===== src/rtl/wb_pkg.sv =====
// Wishbone request/response bundles shared by the masters, the arbiter and the crossbar.
package wb_pkg;

  typedef struct packed {
    logic        cyc;
    logic        stb;
    logic        we;
    logic [3:0]  sel;
    logic [31:0] adr;
    logic [31:0] dat;
  } wb_h2d_t;

  typedef struct packed {
    logic        ack;
    logic [31:0] dat;
  } wb_d2h_t;

endpackage


===== src/rtl/wb_arbiter_rr.sv =====
// Round-robin Wishbone arbiter: one granted master at a time onto the crossbar port,
// with a watchdog that terminates transfers the slave never acknowledges.
module wb_arbiter_rr
  import wb_pkg::*;
#(
  parameter int          NUM_MASTERS    = 2,
  parameter int          TIMEOUT_CYCLES = 256,
  parameter logic [31:0] TIMEOUT_DATA   = 32'hDEAD_BEEF
) (
  input  logic                   clk_i,
  input  logic                   rst_i,
  input  wb_h2d_t                wb_m_i [NUM_MASTERS],
  output wb_d2h_t                wb_m_o [NUM_MASTERS],
  output wb_h2d_t                wb_s_o,
  input  wb_d2h_t                wb_s_i,
  output logic [NUM_MASTERS-1:0] grant_o,
  output logic                   timeout_o
);

  localparam int IW = $clog2(NUM_MASTERS);
  localparam int TW = $clog2(TIMEOUT_CYCLES) + 1;
  localparam logic [TW-1:0] TMO_LAST = TW'(TIMEOUT_CYCLES - 1);

  typedef enum logic {IDLE, BUSY} state_t;

  state_t                 state_q, state_d;
  logic [NUM_MASTERS-1:0] grant_q, grant_d;
  logic [IW-1:0]          gidx_q, gidx_d;
  logic [IW-1:0]          last_q, last_d;
  logic [TW-1:0]          timer_q, timer_d;
  logic                   tmo_q, tmo_d;

  logic [NUM_MASTERS-1:0] req;
  logic                   found;
  logic [IW-1:0]          pick;
  logic [IW-1:0]          cand;

  always_comb begin
    for (int k = 0; k < NUM_MASTERS; k++) begin
      req[k] = wb_m_i[k].cyc & wb_m_i[k].stb;
    end
  end

  // Search starts just past the last served master so every requester gets a turn.
  always_comb begin
    found = 1'b0;
    pick  = '0;
    cand  = '0;
    for (int i = 1; i <= NUM_MASTERS; i++) begin
      cand = IW'((int'(last_q) + i) % NUM_MASTERS);
      if (!found && req[cand]) begin
        found = 1'b1;
        pick  = cand;
      end
    end
  end

  always_comb begin
    state_d = state_q;
    grant_d = grant_q;
    gidx_d  = gidx_q;
    last_d  = last_q;
    timer_d = timer_q;
    tmo_d   = 1'b0;
    wb_s_o  = '0;
    for (int k = 0; k < NUM_MASTERS; k++) begin
      wb_m_o[k] = '0;
    end

    unique case (state_q)
      IDLE: begin
        if (found) begin
          state_d       = BUSY;
          gidx_d        = pick;
          grant_d       = '0;
          grant_d[pick] = 1'b1;
          timer_d       = '0;
        end
      end
      BUSY: begin
        wb_s_o         = wb_m_i[gidx_q];
        wb_m_o[gidx_q] = wb_s_i;
        if (wb_s_i.ack || !wb_m_i[gidx_q].cyc) begin
          state_d = IDLE;
          grant_d = '0;
          last_d  = gidx_q;
        end else if (timer_q == TMO_LAST) begin
          // Watchdog: fake the ack towards the master and pull the request off the bus.
          wb_s_o             = '0;
          wb_m_o[gidx_q].ack = 1'b1;
          wb_m_o[gidx_q].dat = TIMEOUT_DATA;
          tmo_d              = 1'b1;
          state_d            = IDLE;
          grant_d            = '0;
          last_d             = gidx_q;
        end else if (timer_q != '1) begin
          timer_d = timer_q + 1'b1;
        end
      end
      default: state_d = IDLE;
    endcase
  end

  always_ff @(posedge clk_i) begin
    if (rst_i) begin
      state_q <= IDLE;
      grant_q <= '0;
      gidx_q  <= '0;
      last_q  <= IW'(NUM_MASTERS - 1);
      timer_q <= '0;
      tmo_q   <= 1'b0;
    end else begin
      state_q <= state_d;
      grant_q <= grant_d;
      gidx_q  <= gidx_d;
      last_q  <= last_d;
      timer_q <= timer_d;
      tmo_q   <= tmo_d;
    end
  end

  assign grant_o   = grant_q;
  assign timeout_o = tmo_q;

endmodule


===== config.mk =====
export PLATFORM = sky130hd
export DESIGN_NAME = wb_arbiter_rr
export DESIGN_NICKNAME = d
export VERILOG_FILES = /design/src/rtl/wb_pkg.sv /design/src/rtl/wb_arbiter_rr.sv
export SDC_FILE = /design/constraint.sdc
export NUM_CORES = 1
export LEC_CHECK = 0
export BUFFER_PORTS_ARGS = -buffer_cell sky130_fd_sc_hd__buf_2
export CAP_MARGIN = 10
export CORE_AREA = 2 2 124 126
export CTS_CLUSTER_DIAMETER = 150
export DETAILED_ROUTE_END_ITERATION = 7
export DIE_AREA = 0 0 126 128
export SLEW_MARGIN = 40
export SYNTH_ARGS = -nofsm -noshare
export SYNTH_HDL_FRONTEND = slang
export SYNTH_SLANG_ARGS = --single-unit

===== constraint.sdc =====
create_clock -name clk_i -period 3.6 [get_ports clk_i]
set_clock_uncertainty 0.2 [all_clocks]
set_input_delay 0.36 -clock clk_i [delete_from_list [all_inputs] [get_ports clk_i]]
set_output_delay 0.36 -clock clk_i [all_outputs]
set_load 0.01 [all_outputs]

# After elaboration in Yosys (flattened, before gate mapping)
# Cells that the tools add are included.
dict set report totals {
  output_inout_bits 140
  elab_cells 82
  inputBits 177
  register_bits 15
}
dict set report classes {
  mux 43
  n_eq_ne 7
  addsub 3
  reduce_logical 12
  n_lt_le_gt_ge 6
  bitwise 5
}
# op n
set ops {}
lappend ops {{2-to-1 mux 71 bit} 6}
lappend ops {{2-to-1 mux 66 bit} 3}
lappend ops {{bitwise mux 66 bit} 2}
lappend ops {{demux 33 bit (select 1 bit)} 3}
lappend ops {{bitwise AND 66 bit} 1}
lappend ops {{2-to-1 mux 33 bit} 2}
lappend ops {{2-to-1 mux 9 bit} 4}
lappend ops {{2-to-1 mux 32 bit} 1}
lappend ops {{case mux 9 bit (2 select lines)} 1}
lappend ops {{2-to-1 mux 1 bit} 15}
lappend ops {{adder 9 x 1 -> 9 bit (second input constant)} 1}
lappend ops {{== test 9 x 8 -> 1 bit (second input constant)} 1}
lappend ops {{inequality test 9 bit (second input constant)} 1}
lappend ops {{< comparator 1 x 2 -> 1 bit (second input constant)} 3}
lappend ops {{2-to-1 mux 2 bit} 3}
lappend ops {{inequality test 2 bit (second input constant)} 3}
lappend ops {{AND reduction 2 bit} 3}
lappend ops {{case mux 2 bit (2 select lines)} 1}
lappend ops {{AND reduction 4 bit} 1}
lappend ops {{logical AND 1 bit} 3}
lappend ops {{inequality test 3 x 1 -> 1 bit (second input constant)} 1}
lappend ops {{OR reduction 3 bit} 1}
lappend ops {{adder 1 bit (second input constant)} 2}
lappend ops {{bitwise AND 1 bit} 2}
lappend ops {{other kinds (11)} 12}

# Longest topological paths before layout
# Gate-level depths: netlist of run 1.
dict set report logic_depth {
  depth_word 13
  ltp_mapped 9
}

# Worst setup path after synthesis of run 1
# Ideal clock, no wire load.
dict set report synth_timing {
  path_kind {register to register}
  startpoint {reg timer_q[0]}
  endpoint {reg timer_q[1]}
  required_ns 3.272
  path_stages_with_launch 10
  setup_time_ns 0.128
  n_path_buf 0
  setup_slack_ns 0.912
  arrival_time_ns 2.361
  cell_sequence {dfxtp_1 ha_1 and3_1 and3_1 and3_1 ha_1 or4b_4 o22ai_4 mux2i_1 nor2_1}
}
dict set report synth_via {
  elab_chain_cells 5
  word_cells_on_any_way 10
  cone_classes {1 x add/sub; 4 x eq/ne; 4 x mux; 1 x reduce/logical}
}
# item line_no
set synth_lines {}
lappend synth_lines {{start: declaration} wb_arbiter_rr.sv:30} ;# logic [TW-1:0] timer_q, timer_d;
lappend synth_lines {{start signal: assignment} wb_arbiter_rr.sv:117} ;# timer_q <= timer_d;
lappend synth_lines {{adder 9 x 1 -> 9 bit} wb_arbiter_rr.sv:97} ;# timer_d = timer_q + 1'b1;
lappend synth_lines {{2-to-1 mux 9 bit} wb_arbiter_rr.sv:96} ;# end else if (timer_q != '1) begin
lappend synth_lines {{2-to-1 mux 9 bit} wb_arbiter_rr.sv:87} ;# end else if (timer_q == TMO_LAST) begin
lappend synth_lines {{2-to-1 mux 9 bit} wb_arbiter_rr.sv:83} ;# if (wb_s_i.ack || !wb_m_i[gidx_q].cyc) begin
lappend synth_lines {{case mux 9 bit (2 select lines)} wb_arbiter_rr.sv:70} ;# unique case (state_q)
# Parallel ways exist; a longest one is shown, timed or not. The select of a mux whose other input is x is not followed.
# A chain may end at the register's enable or synchronous reset.

==> load_flow_metrics.sql, run 1 <==
INSERT INTO impl_metrics (metric_group, metric, value, unit) VALUES
('route', 'detail_route.iter0.violations', '209', ''),
('synthesis', 'synth.yosys.warnings', '0', ''),
('clock_network', 'cts_tree', 'done', ''),
('timing', 'timing.final.max_slew_violations', '0', ''),
('timing', 'final_hold_viol_count', '0', ''),
('synthesis', 'syn-cell-area', '2271', 'um^2'),
('setup_path', 'criticalPathCategory', 'reg2out', ''),
('grt', 'first_global_vias', '2870', ''),
('placement', 'post_dp_cell_area', '3989', 'um^2'),
('clock_network', 'clock_sinks', '15', ''),
('floorplan', 'die-width', '126', 'um'),
('timing', 'fin_tns_setup', '0', 'ns'),
('synthesis', 'average_instance_area_after_synthesis', '6.779', 'um^2'),
('synthesis', 'synth.distinct_cells', '36', ''),
('timing', 'rsz0062_at_grt', 'false', ''),
('setup_path', 'critical_path_peak_fanout', '16', ''),
('grt', 'number_of_antenna_violations_at_the_first_check_in_global_routing', '0', ''),
('run_status', 'result_of_the_run', 'finished clean', ''),
('placement', 'port_buffers', '316', ''),
('route', 'avgViaCountPerCell', '4.528', ''),
('clock_network', 'clockBufferDepth', '2', ''),
('synthesis', 'netlist.area_leader.share', '0.2347', ''),
('setup_path', 'crit_slowest_cell', 'sky130_fd_sc_hd__nand2_1', ''),
('clock_network', 'post_cts_setup_buffers', '0', ''),
('route', 'drt_first_pass_iters', '5', ''),
('timing', 'layout_worst_path_cycle_share', '0.8586', ''),
('clock_network', 'tritoncts.num_buffers', '3', ''),
('layout', 'drive_above_1_share', '0.5425', ''),
('clock_network', 'cts_hold_buffers', '0', ''),
('floorplan', 'placeableCoreArea', '14860', 'um^2'),
('setup_path', 'critical_path.endpoint_type', 'output pin', ''),
('route', 'drc', '0', ''),
('synthesis', 'async_reset_ff_frac', '0', ''),
('setup_path', 'cp_common_cell', 'sky130_fd_sc_hd__and3_1', ''),
('synthesis', 'postSynth.topFlopCell', 'sky130_fd_sc_hd__dfxtp_1', ''),
('timing', 'setup-violations-final', '0', ''),
('layout', 'design_area', '4069', 'um^2'),
('route', 'detailed_route_wl', '12150', 'um'),
('route', 'highest_layer', 'met4', ''),
('floorplan', 'initial_utilization', '0.1528', ''),
('clock_network', 'cts-resized-gates', '0', ''),
('route', 'routedWlPerCell', '14.98', 'um'),
('route', 'dr_total_vias', '3672', ''),
('grt', 'pin_count_of_the_biggest_net_entering_global_routing', '53', ''),
('synthesis', 'synth.yosys.seq_area_share', '0.1322', ''),
('run', 'timing.max_cap.violations', '0', ''),
('setup_path', 'critical-path-max-stage-delay', '0.38', 'ns'),
('route', 'met1Wirelength', '5239', 'um'),
('synthesis', 'synthesis.instances', '335', ''),
('synthesis', 'ys_top_cells_by_area', 'sky130_fd_sc_hd__a22oi_1 (23%), sky130_fd_sc_hd__o21a_1 (16%), sky130_fd_sc_hd__dfxtp_1 (13%), sky130_fd_sc_hd__nor2_1 (13%), sky130_fd_sc_hd__and3_1 (5.2%)', ''),
('timing', 'slew_at_the_pin_with_the_worst_max_slew_slack', '0.5431', 'ns'),
('grt', 'grt_overflow', '0', ''),
('power', 'power.static_leakage', '2.383', 'nW'),
('floorplan', 'floorplan.die_area', '16130', 'um^2'),
('timing', 'min_period', '3.091', 'ns'),
('timing', 'timing.slew.headroom', '0.6370', ''),
('setup_path', 'data_required_time_at_the_worst_endpoint', '3.04', 'ns'),
('clock_network', 'cts-root-buf', 'sky130_fd_sc_hd__clkbuf_16', ''),
('synthesis', 'ys_seq_elements', '15', ''),
('layout', 'layout.filler_cells', '1642', ''),
('floorplan', 'rows', '45', ''),
('synthesis', 'synth_edf_count', '0', ''),
('hold_path', 'hold_path_class', 'in2reg', ''),
('route', 'wl_met2', '6194', 'um'),
('placement', 'routability_congestion_estimate_from_global_placement', '0.8081', ''),
('route', 'route.met3.wl', '668', 'um'),
('setup_path', 'path_cells', 'ha_1, and3_1, and3_1, and3_1, ha_1, nand2_1, and3_1, buf_2', ''),
('setup_path', 'setup.worst_path.start_class', 'register', ''),
('layout', 'num-nets-final', '805', ''),
('floorplan', 'die_height', '128', 'um'),
('route', 'postRouteAntennaNets', '0', '');
## flip-flops by register name (all words and copies together), names as in the netlist
register,cells
state_q,1
timeout_o,1
grant_o,2
last_q,1
gidx_q,1
timer_q,9
## per-stage QoR
stage	hold slack [ns]	total power [mW]	cells	setup WS [ns]	utilization
finish	0.2673	0.8161	811	0.5089	0.2737
global route	0.2797	0.8655	811	0.3411	0.2737
CTS	0.2614	0.8241	811	0.5127	0.2737
detailed placement	0.2637	0.6050	807	0.7402	0.2684
global placement	0.2672	0.6044	807	0.7524	0.2684
floorplan	0.2321	0.3795	335	0.9116	-
## cell type report
type                    instances  area [um^2]  area share
repair buffers                324         1667      0.4096
inverters                       2        7.507    0.001845
flip-flops and latches         15        300.3     0.07380
clock buffers                   3        75.07     0.01845
clock inverters                 1        5.005    0.001230
well taps                     188        235.2     0.05781
multi-input cells             278         1779      0.4373
## final timing paths
kind,from,endpoint,slack [ns],depth (start not counted)
worst min-delay path,rst_i,timer_q[8],0.27,2
worst min register to register,grant_o[1],grant_o[1],0.27,2
worst max-delay path,timer_q[0],wb_m_o[29],0.51,8
worst max register to register,timer_q[0],timer_q[1],0.73,9
## report_power, final
group | switching, mW | internal [mW] | leakage, nW | total (mW)
Sequential | 0.00439 | 0.172 | 0.122 | 0.176
Combinational | 0.228 | 0.197 | 2.22 | 0.425
Clock | 0.0667 | 0.148 | 0.0409 | 0.215
Total | 0.299 | 0.517 | 2.38 | 0.816
## metal layers
metal	vias to the layer above	GRT usage
met5	-	0
met4	0	0.01357
met3	4	0.009182
met2	148	0.2220
met1	1701	0.1780
li1	1819	-
## cells by family (layout without fill, tap and decap cells)
| kind of cell | Yosys count | after routing | share of synthesized area |
|---|---|---|---|
| buf+inv | 42 | 330 | 0.08925 |
| fa+ha+maj | 4 | 4 | 0.02204 |
| compound gates | 142 | 142 | 0.4656 |
| simple gates | 129 | 129 | 0.2722 |
| mux | 3 | 3 | 0.01873 |
| flops | 15 | 15 | 0.1322 |
## cell usage in the layout (no fill, tap or decap), types with 2 or more instances in the layout
cell type / count
sky130_fd_sc_hd__mux2i_1: 2
sky130_fd_sc_hd__buf_12: 2
sky130_fd_sc_hd__buf_4: 6
sky130_fd_sc_hd__a22oi_1: 71
sky130_fd_sc_hd__nand2_1: 4
sky130_fd_sc_hd__buf_2: 316
sky130_fd_sc_hd__nand2b_1: 2
sky130_fd_sc_hd__dfxtp_1: 15
sky130_fd_sc_hd__nor2_1: 78
sky130_fd_sc_hd__nor3_1: 4
sky130_fd_sc_hd__and2_4: 2
sky130_fd_sc_hd__clkbuf_16: 3
sky130_fd_sc_hd__ha_1: 4
sky130_fd_sc_hd__nand3_1: 3
sky130_fd_sc_hd__a21oi_1: 11
sky130_fd_sc_hd__o21ai_0: 3
sky130_fd_sc_hd__nor2b_1: 3
sky130_fd_sc_hd__and3_1: 19
sky130_fd_sc_hd__o21a_1: 48
sky130_fd_sc_hd__a311oi_1: 6
sky130_fd_sc_hd__or2b_1: 2
sky130_fd_sc_hd__inv_1: 2
## critical path, delay by kind of cell (launching register included)
family                   cells  cell delay (ns)
adder cells (fa/ha/maj)      2             0.47
flip-flops                   1             0.36
buffers and inverters        1             0.13
AND/OR/NAND/NOR              5             1.31
## synth_stat cells, drive strengths merged, types with 4 or more instances
cell type and instances:
and2 4, dfxtp 15, ha 4, a22oi 71, clkbuf 18, nand2 4, and3 19, a21oi 11
nor2 80, nor3 4, buf 22, o21a 48, a311oi 6, nor2b 4
Note: power is estimated with default switching activity, not from simulation.
==> run 2, diff against run 1 <==
--- a/config.mk
+++ b/config.mk
@@ -11,6 +11,7 @@
 export CTS_CLUSTER_DIAMETER = 150
 export DETAILED_ROUTE_END_ITERATION = 7
 export DIE_AREA = 0 0 126 128
+export RECOVER_POWER = 100
 export SLEW_MARGIN = 40
 export SYNTH_ARGS = -nofsm -noshare
 export SYNTH_HDL_FRONTEND = slang
==> load_flow_metrics.sql, run 2 (synthesis results as in run 1) <==
INSERT INTO impl_metrics (metric_group, metric, value, unit) VALUES
('run_status', 'result_of_the_run', 'finished clean', ''),
('clock_network', 'cts-resized-gates', '0', ''),
('timing', 'timing.slew.headroom', '0.4872', ''),
('setup_path', 'data_required_time_at_the_worst_endpoint', '3.52', 'ns'),
('timing', 'clock.fmax', '0.3061', 'GHz'),
('layout', 'largest_register_ffs', '9', ''),
('clock_network', 'cts-root-buf', 'sky130_fd_sc_hd__clkbuf_16', ''),
('hold_path', 'min_path_cells', '2', ''),
('timing', 'layout_worst_path_cycle_share', '0.9075', ''),
('timing', 'min_period', '3.267', 'ns'),
('route', 'postRouteAntennaNets', '0', ''),
('run', 'timing.max_cap.violations', '0', ''),
('power', 'pwr_density_cell', '204.5', 'nW/um^2'),
('floorplan', 'top_level_ports', '317', ''),
('floorplan', 'die-width', '126', 'um'),
('setup_path', 'r2r_endpoint', 'timer_q[1]', ''),
('hold_path', 'hold_path_class', 'in2reg', ''),
('power', 'power.static_leakage', '1.805', 'nW'),
('setup_path', 'critPathLaunch', 'timer_q[0]', ''),
('grt', 'first_pass_grt_wire_length', '16840', 'um'),
('route', 'avgViaCountPerCell', '4.507', ''),
('layout', 'post-route-util', '0.2597', ''),
('timing', 'rsz0062_at_grt', 'false', ''),
('layout', 'drive_above_1_share', '0.3130', ''),
('floorplan', 'rows', '45', ''),
('route', 'drt_first_pass_iters', '4', ''),
('grt', 'number_of_antenna_violations_at_the_first_check_in_global_routing', '0', ''),
('placement', 'dp_hpwl', '9706', 'um'),
('setup_path', 'critical_path.endpoint_type', 'register', ''),
('clock_network', 'clock_insertion_delay_worst_skew', '0.24', 'ns'),
('placement', 'port_buffers', '316', ''),
('timing', 'fin_tns_setup', '0', 'ns'),
('route', 'detail_route.iter0.violations', '175', ''),
('setup_path', 'worst_ep_arrival_time', '3.19', 'ns'),
('floorplan', 'initial_utilization', '0.1528', ''),
('power', 'peak_ir_drop_on_the_vdd_network', '0.2871', 'mV'),
('grt', 'grt_overflow', '0', ''),
('floorplan', 'die_height', '128', 'um'),
('route', 'dr_total_vias', '3655', ''),
('setup_path', 'worst-r2r-setup-slack', '0.33', 'ns'),
('setup_path', 'setup.worst_path.start_class', 'register', ''),
('setup_path', 'criticalPathCategory', 'reg2reg', ''),
('clock_network', 'clock_sinks', '15', ''),
('layout', 'final_common_cell', 'sky130_fd_sc_hd__buf_2', ''),
('timing', 'timing.final.max_slew_violations', '0', ''),
('route', 'routedWlPerCell', '15.13', 'um'),
('layout', 'antenna-diode-count', '0', ''),
('layout', 'layout.cells.most_common_list', 'sky130_fd_sc_hd__buf_2 (179), sky130_fd_sc_hd__clkbuf_1 (139), sky130_fd_sc_hd__nor2_1 (79)', ''),
('clock_network', 'clk_pin_slew_worst_paths', '0.05', 'ns'),
('clock_network', 'cts_hold_buffers', '0', ''),
('timing', 'final_hold_viol_count', '0', ''),
('timing', 'setup-violations-final', '0', ''),
('clock_network', 'cts_tree', 'done', ''),
('clock_network', 'cts_max_level', '1', ''),
('setup_path', 'worstSetupEndpoint', 'timer_q[1]', ''),
('clock_network', 'post_cts_setup_buffers', '0', ''),
('placement', 'routability_congestion_estimate_from_global_placement', '0.8081', ''),
('timing', 'slew_at_the_pin_with_the_worst_max_slew_slack', '0.7692', 'ns'),
('clock_network', 'clockBufferDepth', '2', ''),
('setup_path', 'r2r_start', 'timer_q[0]', ''),
('clock_network', 'tritoncts.num_buffers', '3', ''),
('setup_path', 'critical_path_peak_fanout', '8', ''),
('floorplan', 'floorplan.die_area', '16130', 'um^2'),
('layout', 'max_flop_register', 'timer_q', ''),
('route', 'drc', '0', ''),
('layout', 'num-nets-final', '805', ''),
('layout', 'area.growth.synth_to_final', '69.97', '%'),
('grt', 'combined_global_route_utilization_of_all_metal_layers', '0.1273', ''),
('grt', 'first_global_vias', '2870', ''),
('setup_path', 'worst_r2r_path_depth', '9', ''),
('floorplan', 'placeableCoreArea', '14860', 'um^2'),
('grt', 'pin_count_of_the_biggest_net_entering_global_routing', '53', ''),
('route', 'detailed_route_wl', '12270', 'um');
[run 2: layout make-up]
cell class,count,area [um^2]
flip-flops and latches,15,300.3
multi-input cells,278,1749
well taps,188,235.2
inverters,2,7.507
clock inverters,1,5.005
repair buffers,324,1488
fillers,1747,11000
clock buffers,3,75.07
[run 2: metal layers]
| layer | wire, um | track usage |
|---|---|---|
| met5 | 0 | 0 |
| met4 | 43 | 0.01357 |
| met3 | 686 | 0.009182 |
| met2 | 6253 | 0.2220 |
| met1 | 5284 | 0.1780 |
[run 2: where the power goes]
part / internal, mW / switching (mW)
sequential: 0.172 / 0.00434
combinational: 0.170 / 0.228
clock: 0.148 / 0.0667
[run 2: stage by stage]
step	hold WS (ns)	cells	power, mW	cell area (um^2)	setup WS (ns)
final	0.2711	811	0.7892	3860	0.3332
after global routing	0.2797	811	0.8379	3860	0.1777
after CTS	0.2614	811	0.8241	4069	0.5127
after detailed placement	0.2637	807	0.6050	3989	0.7402
after global placement	0.2672	807	0.6044	3989	0.7524
after floorplan	0.2321	335	0.3795	2271	0.9116
[run 2: worst max-delay path: stages, from the launching register on]
cell and delay (ns):
sky130_fd_sc_hd__dfxtp_1 0.33, sky130_fd_sc_hd__ha_1 0.22, sky130_fd_sc_hd__and3_1 0.20, sky130_fd_sc_hd__and3_1 0.20
sky130_fd_sc_hd__and3_1 0.21, sky130_fd_sc_hd__ha_1 0.25, sky130_fd_sc_hd__or4b_1 0.57, sky130_fd_sc_hd__o22ai_1 0.64
sky130_fd_sc_hd__mux2i_1 0.27, sky130_fd_sc_hd__nor2_1 0.05
[run 2: worst min-delay path by stage]
stage / slack, ns / start / end
after detailed placement: 0.26 / timer_q[7] / timer_q[7]
after global placement: 0.27 / grant_o[1] / grant_o[1]
final: 0.27 / rst_i / timer_q[8]
after CTS: 0.26 / rst_i / timer_q[8]
after floorplan: 0.23 / rst_i / timer_q[2]
after global routing: 0.28 / rst_i / timer_q[1]
